File: src/rtl/stream_mux_pkg.sv
// Shared definitions for stream_mux_n_to_one: arbitration mode encoding and
// channel-index wrap helper.
package stream_mux_pkg;

    localparam logic MODE_FIXED = 1'b0;
    localparam logic MODE_RR    = 1'b1;

    // Wraps at the channel count, not at the index field width.
    function automatic int unsigned next_ch(input int unsigned idx, input int unsigned n);
        return (idx == n - 1) ? 0 : idx + 1;
    endfunction

endpackage

File: src/rtl/stream_mux_n_to_one_rr_arbiter.sv
// Combinational priority search over a request vector, starting at ptr and
// wrapping at num_ch. Returns the first requesting index and a valid flag.
module rr_arbiter
    import stream_mux_pkg::*;
#(
    parameter int num_ch    = 4,
    parameter int sel_width = $clog2(num_ch)
) (
    input  logic [num_ch-1:0]    req,
    input  logic [sel_width-1:0] ptr,
    output logic [sel_width-1:0] gnt_idx,
    output logic                 gnt_vld
);

    logic [sel_width-1:0] idx;

    always_comb begin
        gnt_idx = '0;
        gnt_vld = 1'b0;
        idx     = ptr;
        for (int i = 0; i < num_ch; i++) begin
            if (!gnt_vld && req[idx]) begin
                gnt_idx = idx;
                gnt_vld = 1'b1;
            end
            idx = sel_width'(next_ch(32'(idx), num_ch));
        end
    end

endmodule

File: src/rtl/stream_mux_n_to_one.sv
// N:1 stream mux with fixed-select or round-robin arbitration and a registered
// output stage. Define STREAM_MUX_PKT_LOCK_EN to add i_Last/o_Last packet locking.
module stream_mux_n_to_one
    import stream_mux_pkg::*;
#(
    parameter int bit_width = 8,
    parameter int num_ch    = 4,
    parameter int sel_width = $clog2(num_ch)
) (
    input  logic                        i_Clk,
    input  logic                        i_Reset,
    input  logic [num_ch*bit_width-1:0] i_Data,
    input  logic [num_ch-1:0]           i_Valid,
    output logic [num_ch-1:0]           o_Ready,
    input  logic                        i_Mode,
    input  logic [sel_width-1:0]        i_Sel,
`ifdef STREAM_MUX_PKT_LOCK_EN
    input  logic [num_ch-1:0]           i_Last,
    output logic                        o_Last,
`endif
    output logic [bit_width-1:0]        o_Data,
    output logic                        o_Valid,
    output logic [sel_width-1:0]        o_Ch,
    input  logic                        i_Ready
);

    logic [num_ch-1:0]    req;
    logic [sel_width-1:0] gnt_idx;
    logic                 gnt_vld;
    logic                 load_en;
    logic                 xfer;

    logic [sel_width-1:0] rr_ptr_q, rr_ptr_d;
    logic [bit_width-1:0] o_data_q, o_data_d;
    logic [sel_width-1:0] o_ch_q, o_ch_d;
    logic                 o_valid_q, o_valid_d;
`ifdef STREAM_MUX_PKT_LOCK_EN
    logic                 lock_q, lock_d;
    logic [sel_width-1:0] lock_ch_q, lock_ch_d;
    logic                 o_last_q, o_last_d;
`endif

    // Fixed mode reuses the arbiter by presenting only the selected request.
    always_comb begin
        req = '0;
        if (i_Mode == MODE_RR) begin
            req = i_Valid;
        end else if (32'(i_Sel) < num_ch) begin
            req[i_Sel] = i_Valid[i_Sel];
        end
`ifdef STREAM_MUX_PKT_LOCK_EN
        if (lock_q) begin
            req            = '0;
            req[lock_ch_q] = i_Valid[lock_ch_q];
        end
`endif
    end

    rr_arbiter #(
        .num_ch    (num_ch),
        .sel_width (sel_width)
    ) u_arb (
        .req     (req),
        .ptr     (rr_ptr_q),
        .gnt_idx (gnt_idx),
        .gnt_vld (gnt_vld)
    );

    assign load_en = !o_valid_q || i_Ready;
    assign xfer    = load_en && gnt_vld && !i_Reset;

    always_comb begin
        o_Ready = '0;
        if (xfer) begin
            o_Ready[gnt_idx] = 1'b1;
        end
    end

    always_comb begin
        o_valid_d = o_valid_q;
        o_data_d  = o_data_q;
        o_ch_d    = o_ch_q;
        rr_ptr_d  = rr_ptr_q;
`ifdef STREAM_MUX_PKT_LOCK_EN
        lock_d    = lock_q;
        lock_ch_d = lock_ch_q;
        o_last_d  = o_last_q;
`endif
        if (load_en) begin
            o_valid_d = gnt_vld;
        end
        if (xfer) begin
            o_data_d = i_Data[gnt_idx*bit_width +: bit_width];
            o_ch_d   = gnt_idx;
`ifdef STREAM_MUX_PKT_LOCK_EN
            o_last_d  = i_Last[gnt_idx];
            lock_d    = !i_Last[gnt_idx];
            lock_ch_d = gnt_idx;
            if (i_Mode == MODE_RR && i_Last[gnt_idx]) begin
                rr_ptr_d = sel_width'(next_ch(32'(gnt_idx), num_ch));
            end
`else
            if (i_Mode == MODE_RR) begin
                rr_ptr_d = sel_width'(next_ch(32'(gnt_idx), num_ch));
            end
`endif
        end
    end

    always_ff @(posedge i_Clk) begin
        if (i_Reset) begin
            o_valid_q <= 1'b0;
            o_data_q  <= '0;
            o_ch_q    <= '0;
            rr_ptr_q  <= '0;
`ifdef STREAM_MUX_PKT_LOCK_EN
            lock_q    <= 1'b0;
            lock_ch_q <= '0;
            o_last_q  <= 1'b0;
`endif
        end else begin
            o_valid_q <= o_valid_d;
            o_data_q  <= o_data_d;
            o_ch_q    <= o_ch_d;
            rr_ptr_q  <= rr_ptr_d;
`ifdef STREAM_MUX_PKT_LOCK_EN
            lock_q    <= lock_d;
            lock_ch_q <= lock_ch_d;
            o_last_q  <= o_last_d;
`endif
        end
    end

    assign o_Valid = o_valid_q;
    assign o_Data  = o_data_q;
    assign o_Ch    = o_ch_q;
`ifdef STREAM_MUX_PKT_LOCK_EN
    assign o_Last  = o_last_q;
`endif

endmodule

File: config.mk
export PLATFORM = sky130hd
export DESIGN_NAME = stream_mux_n_to_one
export DESIGN_NICKNAME = d
export VERILOG_FILES = /design/src/rtl/stream_mux_pkg.sv /design/src/rtl/stream_mux_n_to_one_rr_arbiter.sv /design/src/rtl/stream_mux_n_to_one.sv
export SDC_FILE = /design/constraint.sdc
export NUM_CORES = 1
export LEC_CHECK = 0
export CORE_MARGIN = 4
export CORE_UTILIZATION = 40
export DETAILED_ROUTE_END_ITERATION = 16
export PLACE_DENSITY_LB_ADDON = 0.1
export SYNTH_ARGS = -nofsm -noshare
export SYNTH_HDL_FRONTEND = slang
export SYNTH_SLANG_ARGS = --single-unit
File: constraint.sdc
create_clock -name i_Clk -period 4.1 [get_ports i_Clk]
set_input_delay 0.82 -clock i_Clk [delete_from_list [all_inputs] [get_ports i_Clk]]
set_output_delay 0.82 -clock i_Clk [all_outputs]
set_load 0.05 [all_outputs]
**Word level (Yosys, flattened, before mapping)**

Index checks and enable logic that the tools add are counted.

- Add/subtract/negate cells: 4
- Multipliers: 0
- Divide/modulo/power cells: 0
- Magnitude comparators: 8
- Equal/unequal tests: 4
- Shift-type cells: 1
- Mux-type cells: 28
- Bitwise gates (word level): 1
- Reduce and logical (&&, ||, !) cells: 14

Operators by type and width:

| cell | count |
|---|---|
| $shiftx A32 B6 Y8 | 1 |
| $lt A2 B3 Y1 const B | 6 |
| $mux W2 | 8 |
| $mux W1 | 11 |
| $bmux W1 S2 | 5 |
| $add A2 B1 Y2 const B | 4 |
| $eq A2 B2 Y1 const B | 4 |
| $mux W4 | 2 |
| $logic_and A1 B1 Y1 | 7 |
| $logic_not A1 Y1 | 5 |
| $and A4 B4 Y4 | 1 |
| $demux W1 S2 | 2 |
| $ge A2 B1 Y1 const B | 2 |
| $reduce_and A2 Y1 | 1 |
| $logic_or A1 B1 Y1 | 1 |

- Bits in registers: 13
- Bits in latches: 0
- RAM bits: 0
- ROM bits: 0
- Input bits: 42
- Output and inout bits: 15
- Logic and storage cells: 64
- Memories kept: 0

**Logic depth before layout (Yosys ltp)**

Gate-level depths: netlist of run 1.

- Depth in word-level cells: 23
- Mapped depth: 11
- Depth with buffers taken out: 9

**Cells and area by module**

From an unflattened synthesis of run 1, not the netlist that was laid out.

- Cells, all modules: 130
- Area, all modules: 1122.3 um2

Modules (own cells, without submodules):

| module | times used | cells each | area an instance (um2) | sequential area each (um2) |
|---|---|---|---|---|
| stream_mux_n_to_one | 1 | 89 | 837.1 | 260.2 |
| rr_arbiter | 1 | 41 | 285.3 | 0.0 |

**Worst setup path after synthesis of run 1**

No wires, ideal clock.

- Path type: input -> output
- Start: input port i_Mode
- End: output port o_Ready[3]
- Arrival: 2999 ps
- Path slack: 281 ps
- Cell stages on the path: 10
- Cells stage by stage: buf_6 > a21oi_2 > nand2b_4 > a22o_1 > mux2i_4 > a32o_1 > buf_6 > nand2b_1 > buf_2 > a21oi_1

- Word-level cells in the longest chain between the ends: 18
- Elaborated cells between the ends (all ways): 31
- Classes of those cells: order compare (2); mux (20); reduce/logical (9)

RTL lines:

| item | RTL line | text |
|---|---|---|
| from (decl) | stream_mux_n_to_one.sv:15 | `input logic i_Mode,` |
| $mux W4 (*) | stream_mux_n_to_one.sv:46 | `if (i_Mode == MODE_RR) begin` |
| $bmux W1 S2 | stream_mux_n_to_one_rr_arbiter.sv:22 | `if (!gnt_vld && req[idx]) begin` |
| $mux W1 (not written as such) | stream_mux_n_to_one_rr_arbiter.sv:22 |  |
| $mux W1 | stream_mux_n_to_one_rr_arbiter.sv:22 |  |
| $logic_not A1 Y1 | stream_mux_n_to_one_rr_arbiter.sv:22 |  |
| $logic_and A1 B1 Y1 | stream_mux_n_to_one_rr_arbiter.sv:22 |  |
| $mux W1 | stream_mux_n_to_one_rr_arbiter.sv:22 |  |
| $logic_not A1 Y1 | stream_mux_n_to_one_rr_arbiter.sv:22 |  |
| [... 2 more ...] | n/a |  |
| $logic_not A1 Y1 | stream_mux_n_to_one_rr_arbiter.sv:22 |  |
| $logic_and A1 B1 Y1 | stream_mux_n_to_one_rr_arbiter.sv:22 |  |
| $mux W2 | stream_mux_n_to_one_rr_arbiter.sv:22 |  |
| $lt A2 B3 Y1 (not written as such) or $ge A2 B1 Y1 (tied branches) | stream_mux_n_to_one.sv:75 | `o_Ready[gnt_idx] = 1'b1;` |
| $logic_and A1 B1 Y1 (not written as such) | stream_mux_n_to_one.sv:75 |  |
| $mux W1 (not written as such) | stream_mux_n_to_one.sv:75 |  |
| $demux W1 S2 | stream_mux_n_to_one.sv:75 |  |
| $mux W4 (*) | stream_mux_n_to_one.sv:74 | `if (xfer) begin` |
| to (decl) | stream_mux_n_to_one.sv:14 | `output logic [num_ch-1:0] o_Ready,` |

Every way passes the cells marked *; elsewhere a longest branch is shown, timed or not. The select of a mux whose other input is x is not followed.

**Worst setup path after layout of run 1**

- Start: input port i_Sel[1]
- End: output port o_Ready[2]

- Word-level cells in the longest chain between the ends: 23
- Elaborated cells between the ends (all ways): 39
- Classes of those cells: order compare (4); mux (24); bitwise (1); reduce/logical (10)

RTL lines:

| item | RTL line | text |
|---|---|---|
| from (decl) | stream_mux_n_to_one.sv:16 | `input logic [sel_width-1:0] i_Sel,` |
| $lt A2 B3 Y1 (not written as such) or $ge A2 B1 Y1 (tied branches) | stream_mux_n_to_one.sv:49 | `req[i_Sel] = i_Valid[i_Sel];` |
| $logic_and A1 B1 Y1 (not written as such) | stream_mux_n_to_one.sv:49 |  |
| $mux W1 (not written as such) | stream_mux_n_to_one.sv:49 |  |
| $demux W1 S2 | stream_mux_n_to_one.sv:49 |  |
| $and A4 B4 Y4 (no line) (*) | n/a |  |
| $mux W4 (*) | stream_mux_n_to_one.sv:46 |  |
| $bmux W1 S2 | stream_mux_n_to_one_rr_arbiter.sv:22 |  |
| $mux W1 (not written as such) | stream_mux_n_to_one_rr_arbiter.sv:22 |  |
| [... 7 more ...] | n/a |  |
| $logic_not A1 Y1 | stream_mux_n_to_one_rr_arbiter.sv:22 |  |
| $logic_and A1 B1 Y1 | stream_mux_n_to_one_rr_arbiter.sv:22 |  |
| $mux W2 | stream_mux_n_to_one_rr_arbiter.sv:22 |  |
| $lt A2 B3 Y1 (not written as such) or $ge A2 B1 Y1 (tied branches) | stream_mux_n_to_one.sv:75 |  |
| $logic_and A1 B1 Y1 (not written as such) | stream_mux_n_to_one.sv:75 |  |
| $mux W1 (not written as such) | stream_mux_n_to_one.sv:75 |  |
| $demux W1 S2 | stream_mux_n_to_one.sv:75 |  |
| $mux W4 (*) | stream_mux_n_to_one.sv:74 |  |

Marked as above.

==> reports/metrics.yaml, run 1 <==
timing:
  fmax_mhz: 253
  hold_viol: 0
  rsz0062_at_grt: "false"
  fin_crit_sh: 0.965
  final_max_slew_viol_count: 0
  worstMarginPinSlew_ns: 0.521
  fin_crit_ns: 3.96
  setup_viol: 0
  finClkSkew_ns: 0.00646
  setup_tns_ns: 0
  slew_headroom: 0.652
yosys:
  seq_area_frac_synth: 0.214
  synthTopCellsByArea: "dfxtp_1, mux2i_1, nand2_1"
  avgSynthCellArea_sq_um: 8.83
  synth_cell_types: 46
  synth_top_area_frac: 0.214
  synth_seq_cells: 13
  ys_warn_count: 0
  synth_cells: 138
  synth_top_area_cell: "dfxtp_1"
  synth_nets: 182
  syn_area_sq_um: 1220
routing:
  drt_wl_total_mm: 3.50
  first_pass_iters: 4
  drc: 0
  viasPerCell: 5.64
  wire_per_inst_um: 15.0
  routed-via-count: 1314
  ant_nets: 0
  drt-initial-drc-count: 65
power_and_ir_drop:
  vdd_ir_drop_max_mv: 0.287
  leakage_uw: 0.000746
  p_sw_uw: 344
  p_per_area_nw_per_um2: 402
  combPwrFrac: 0.664
  netSwitchingFraction: 0.450
  pwr-share-seq: 0.231
  p_int_uw: 420
  clockPowerShare: 0.105
floorplan:
  placementRows: 19
  start_util: 0.431
  core_area_sq_um: 2830
  die_w_um: 63.2
  die_area_sq_um: 3990
  fp.dieH_um: 63.2
  ioPinCount: 57
setup_path:
  crit_arrival_ns: 3.14
  start_kind: "input pin"
  reg2reg_from: "rr_ptr_q[0]"
  critical_path_required_ns: 3.28
  crit_top_cell: "mux2i_4"
  crit_fanout: 7
  path_class: "input pin to output pin"
  r2r_slack_ns: 1.23
  crit_chain: "clkdlybuf4s50_1 > nor2b_4 > o21ai_4 > a22o_1 > mux2i_4 > mux2i_4 > nand2_8 > ha_1 > and2_1 > buf_4"
  r2r-end: "o_Data[3]"
  critPathSlowestCell: "clkdlybuf4s50_1"
  cp-end-kind: "output pin"
  critPathMaxStageDelay_ns: 0.57
  rr_worst_depth: 10
finish:
  final_nets: 247
  final_cells: 233
  final_cell_mix: "clkdlybuf4s50_1, nand2_1, dfxtp_1"
  num_antenna_cells: 0
  area_growth_pct: 56.0
  drive_above_1_share: 0.183
  final_common_cell: "clkdlybuf4s50_1"
  nFillCells: 212
outcome:
  status: "finished clean"
global_route:
  grt_pass1_wl_mm: 5.95
  overflow: 0
  antenna_found_initial: 0
  grt_max_degree: 11
  grt_pass1_vias: 1295
  grtUsageTotal: 0.178
placement:
  gp_congestion: 0.841
  dp.cells: 228
  portBuffers: 56
  dp_hpwl_mm: 2.91
clocking:
  cts_sinks: 13
  cts_tree: "built"
  cts_hold_buf: 0
  htreeDepth: 1
  clkTransAtPathRegs_ns: 0.08
  cts_buffers: 3
  root_buffer: "clkbuf_4"
  insertion_delay_ns: 0.28
  clk_path_buf_depth: 2
hold_path:
  hold_path_class: "flip-flop to flip-flop"
  worstHoldStart: "o_Data[5]"
  worstHoldPathCells: 2
  holdPathEnd: "o_Data[5]"
job:
  cap_violations: 0
==> through the flow <==
stage	util	hold slack, ns	setup WS [ns]	power (uW)	area [sq um]
2_1_floorplan	-	0.543	0.281	519	1220
5_1_grt	0.672	0.513	0.00150	812	1900
6_report	0.672	0.467	0.142	764	1900
4_1_cts	0.665	0.471	0.0802	764	1880
3_5_place_dp	0.656	0.451	0.0877	681	1860
3_3_place_gp	0.656	0.448	0.156	674	1860
==> synth_stat cells, drive strengths merged <==
| library cell | count |
|---|---|
| a21o | 1 |
| a21oi | 13 |
| a22o | 2 |
| a2bb2oi | 1 |
| a311oi | 1 |
| a31oi | 6 |
| a32o | 1 |
| and2 | 1 |
| and3 | 2 |
| buf | 6 |
| dfxtp | 13 |
| ha | 2 |
| inv | 3 |
| mux2 | 3 |
| mux2i | 12 |
| nand2 | 18 |
| nand2b | 6 |
| nand3 | 6 |
| nand3b | 1 |
| nand4 | 1 |
| nor2 | 12 |
| nor2b | 3 |
| nor3 | 1 |
| nor3b | 1 |
| o211a | 1 |
| o21a | 1 |
| o21ai | 5 |
| o21ba | 1 |
| o21bai | 1 |
| o221a | 3 |
| o221ai | 5 |
| o22ai | 2 |
| o311ai | 1 |
| or4 | 1 |
| xnor2 | 1 |
==> how the worst max path moves through the flow <==
| stage | start | endpoint |
|---|---|---|
| after global routing | i_Sel[1] | o_Ready[2] |
| after CTS | i_Sel[1] | o_Ready[3] |
| after detailed placement | i_Sel[1] | o_Ready[3] |
| final | i_Sel[1] | o_Ready[2] |
| after global placement | i_Sel[1] | o_Ready[2] |
| after floorplan | i_Mode | o_Ready[3] |
==> power groups by stage <==
stage	registers, uW	logic [uW]	clock network (uW)
floorplan	276	242	0
global placement	179	495	0
detailed placement	180	502	0
CTS	177	503	83.7
global route	182	537	93.2
finish	177	507	80.2
==> cell families (layout without fill, tap and decap cells) <==
logic type,count (synthesis),count (layout),synth area share
buf+inv,9,73,0.0565
compound gates,45,45,0.306
xor+xnor,1,1,0.00719
mux,15,15,0.156
fa+ha+maj,2,2,0.0205
flops,13,13,0.214
simple gates,53,53,0.240
==> worst max-delay path, delay by kind of cell <==
kind / cells / cell delay [ns]
compound gates: 2 / 0.38
fa+ha+maj: 1 / 0.19
buf+inv: 2 / 0.75
mux: 2 / 0.55
simple gates: 3 / 0.43
==> layer usage <==
layer,track usage,vias up,wire [um]
li1,-,652,-
met1,0.219,608,1440
met2,0.319,54,1780
met3,0.0497,0,276
met4,0.0162,0,0
met5,0,-,0
==> final cells by class <==
| class | instances | area (sq um) | area share |
|---|---|---|---|
| multi-input combinational | 116 | 898 | 0.473 |
| timing repair buffer | 66 | 666 | 0.350 |
| sequential | 13 | 260 | 0.137 |
| tap | 31 | 38.8 | 0.0204 |
| clock buffer | 4 | 26.3 | 0.0138 |
| inverter | 3 | 11.3 | 0.00592 |
==> state kept, by name, indices dropped and copies added (netlist names) <==
register  flops
o_Ch          2
o_Data        8
o_Valid       1
rr_ptr_q      2
==> what timing repair did <==
item,in CTS,in global routing
gates resized for setup,0,3
setup endpoints to repair,0,2
buffers inserted,0,1
Power figures use the tool's default switching activity.
==> run 2: changes to the inputs <==
--- a/config.mk
+++ b/config.mk
@@ -6,9 +6,10 @@
 export NUM_CORES = 1
 export LEC_CHECK = 0
 export CORE_MARGIN = 4
-export CORE_UTILIZATION = 40
+export CORE_UTILIZATION = 44
 export DETAILED_ROUTE_END_ITERATION = 16
 export PLACE_DENSITY_LB_ADDON = 0.1
+export RECOVER_POWER = 25
 export SYNTH_ARGS = -nofsm -noshare
 export SYNTH_HDL_FRONTEND = slang
 export SYNTH_SLANG_ARGS = --single-unit
==> reports/metrics.yaml, run 2 (synthesis results as in run 1) <==
outcome:
  status: "finished clean"  # unchanged
power_and_ir_drop:
  fin_total_pwr_uw: 759  # was 764 uW
  leakage_uw: 0.000741  # was 0.000746 uW
  vdd_ir_drop_max_mv: 0.374  # was 0.287 mV
  p_per_area_nw_per_um2: 403  # was 402 nW/um^2
global_route:
  grt_pass1_wl_mm: 5.99  # was 5.95 mm
  grt_max_degree: 18  # was 11
  antenna_found_initial: 0  # unchanged
  overflow: 0  # unchanged
  grt_pass1_vias: 1318  # was 1295
  grtUsageTotal: 0.214  # was 0.178
clocking:
  htreeDepth: 1  # unchanged
  insertion_delay_ns: 0.29  # was 0.28 ns
  cts_tree: "built"  # unchanged
  postCtsSetupBuffers: 0  # unchanged
  cts_sinks: 13  # unchanged
  cts_resized: 0  # unchanged
  cts_buffers: 3  # unchanged
  root_buffer: "clkbuf_4"  # unchanged
  cts_hold_buf: 0  # unchanged
  clkTransAtPathRegs_ns: 0.09  # was 0.08 ns
  clk_path_buf_depth: 2  # unchanged
finish:
  largest_reg_flops: 8  # unchanged
  finalInstanceArea_sq_um: 1880  # was 1900 sq um
  final_common_cell: "clkdlybuf4s50_1"  # unchanged
  area_growth_pct: 54.4  # was 56.0%
  final_cells: 231  # was 233
  drive_above_1_share: 0.179  # was 0.183
  final_nets: 246  # was 247
  num_antenna_cells: 0  # unchanged
  final_cell_mix: "clkdlybuf4s50_1, nand2_1, dfxtp_1"  # unchanged
routing:
  drt-initial-drc-count: 77  # was 65
  viasPerCell: 5.74  # was 5.64
  ant_nets: 0  # unchanged
  routed-via-count: 1326  # was 1314
  drc: 0  # unchanged
  drt_wl_total_mm: 3.72  # was 3.50 mm
  first_pass_iters: 5  # was 4
  wire_per_inst_um: 16.1  # was 15.0 um
placement:
  dp_hpwl_mm: 3.08  # was 2.91 mm
  placed_area_sq_um: 1850  # was 1860 sq um
  dp.cells: 227  # was 228
  gp_congestion: 0.870  # was 0.841
  portBuffers: 56  # unchanged
timing:
  setup_viol: 0  # unchanged
  finClkSkew_ns: 0.00663  # was 0.00646 ns
  worstMarginPinSlew_ns: 0.515  # was 0.521 ns
  hold_viol: 0  # unchanged
  slew_headroom: 0.656  # was 0.652
  fin_crit_sh: 0.983  # was 0.965
  final_max_slew_viol_count: 0  # unchanged
  rsz0062_at_grt: "true"  # was false
  fin_crit_ns: 4.03  # was 3.96 ns
  fmax_mhz: 248  # was 253 MHz
setup_path:
  cp-end-kind: "output pin"  # unchanged
  start_kind: "input pin"  # unchanged
  path_class: "input pin to output pin"  # unchanged
  crit_fanout: 7  # unchanged
  crit_arrival_ns: 3.21  # was 3.14 ns
  critical_path_required_ns: 3.28  # about the same
  r2r_slack_ns: 1.15  # was 1.23 ns
floorplan:
  start_util: 0.475  # was 0.431
  core_area_sq_um: 2570  # was 2830 sq um
  die_area_sq_um: 3680  # was 3990 sq um
  ioPinCount: 57  # unchanged
  die_w_um: 60.6  # was 63.2 um
  placementRows: 18  # was 19
  fp.dieH_um: 60.6  # was 63.2 um
hold_path:
  hold_path_class: "flip-flop to flip-flop"  # unchanged
job:
  cap_violations: 0  # unchanged
run 2: cell count changes in the layout (fill, tap and decap cells not counted), sizes merged:
cell,delta
dlygate4sd3,+6
clkdlybuf4s50,-5
buf,-1
clkbuf,-1
clkinv,+1
dlymetal6s2s,-1
run 2: area by class of cell:
cell class | count | area [sq um]
clock inverters | 1 | 5.00
clock buffers | 3 | 22.5
flip-flops and latches | 13 | 260
inverters | 3 | 11.3
multi-input cells | 116 | 890
repair buffers | 65 | 656
fillers | 204 | 686
well taps | 30 | 37.5
run 2: worst max-delay path, stage by stage:
cell,delay (ns)
clkdlybuf4s50_1,0.57
nor2b_2,0.27
o21ai_4,0.12
a22o_1,0.27
mux2i_4,0.22
mux2i_4,0.36
nand2_8,0.06
ha_1,0.19
and2_1,0.15
buf_4,0.19
run 2: per-layer routing:
layer / track usage / wire length (um) / up-vias
met2: 0.373 / 1850 / 70
li1: - / - / 647
met3: 0.0426 / 369 / 4
met1: 0.273 / 1460 / 605
met5: 0 / 0 / -
met4: 0.0433 / 35 / 0
run 2: report_power, final:
group | internal (uW) | switching (uW)
sequential | 158 | 19.0
clock | 36.3 | 46.0
combinational | 214 | 286
run 2: metrics by stage:
stage	hold WS (ns)	utilization	TNS, ns	worst slack [ns]
2_1_floorplan	0.543	-	0	0.281
3_3_place_gp	0.447	0.722	0	0.148
3_5_place_dp	0.461	0.722	0	0.0862
4_1_cts	0.478	0.733	0	0.0760
5_1_grt	0.513	0.733	-0.0157	-0.00962
6_report	0.471	0.733	0	0.0691
run 2: final timing paths:
| kind | start | end | cells past startpoint |
|---|---|---|---|
| hold reg to reg | o_Data[2] | o_Data[2] | 2 |
| hold / removal | o_Data[2] | o_Data[2] | 2 |
| setup reg to reg | rr_ptr_q[0] | o_Data[3] | 10 |
| setup / recovery | i_Sel[1] | o_Ready[2] | 10 |
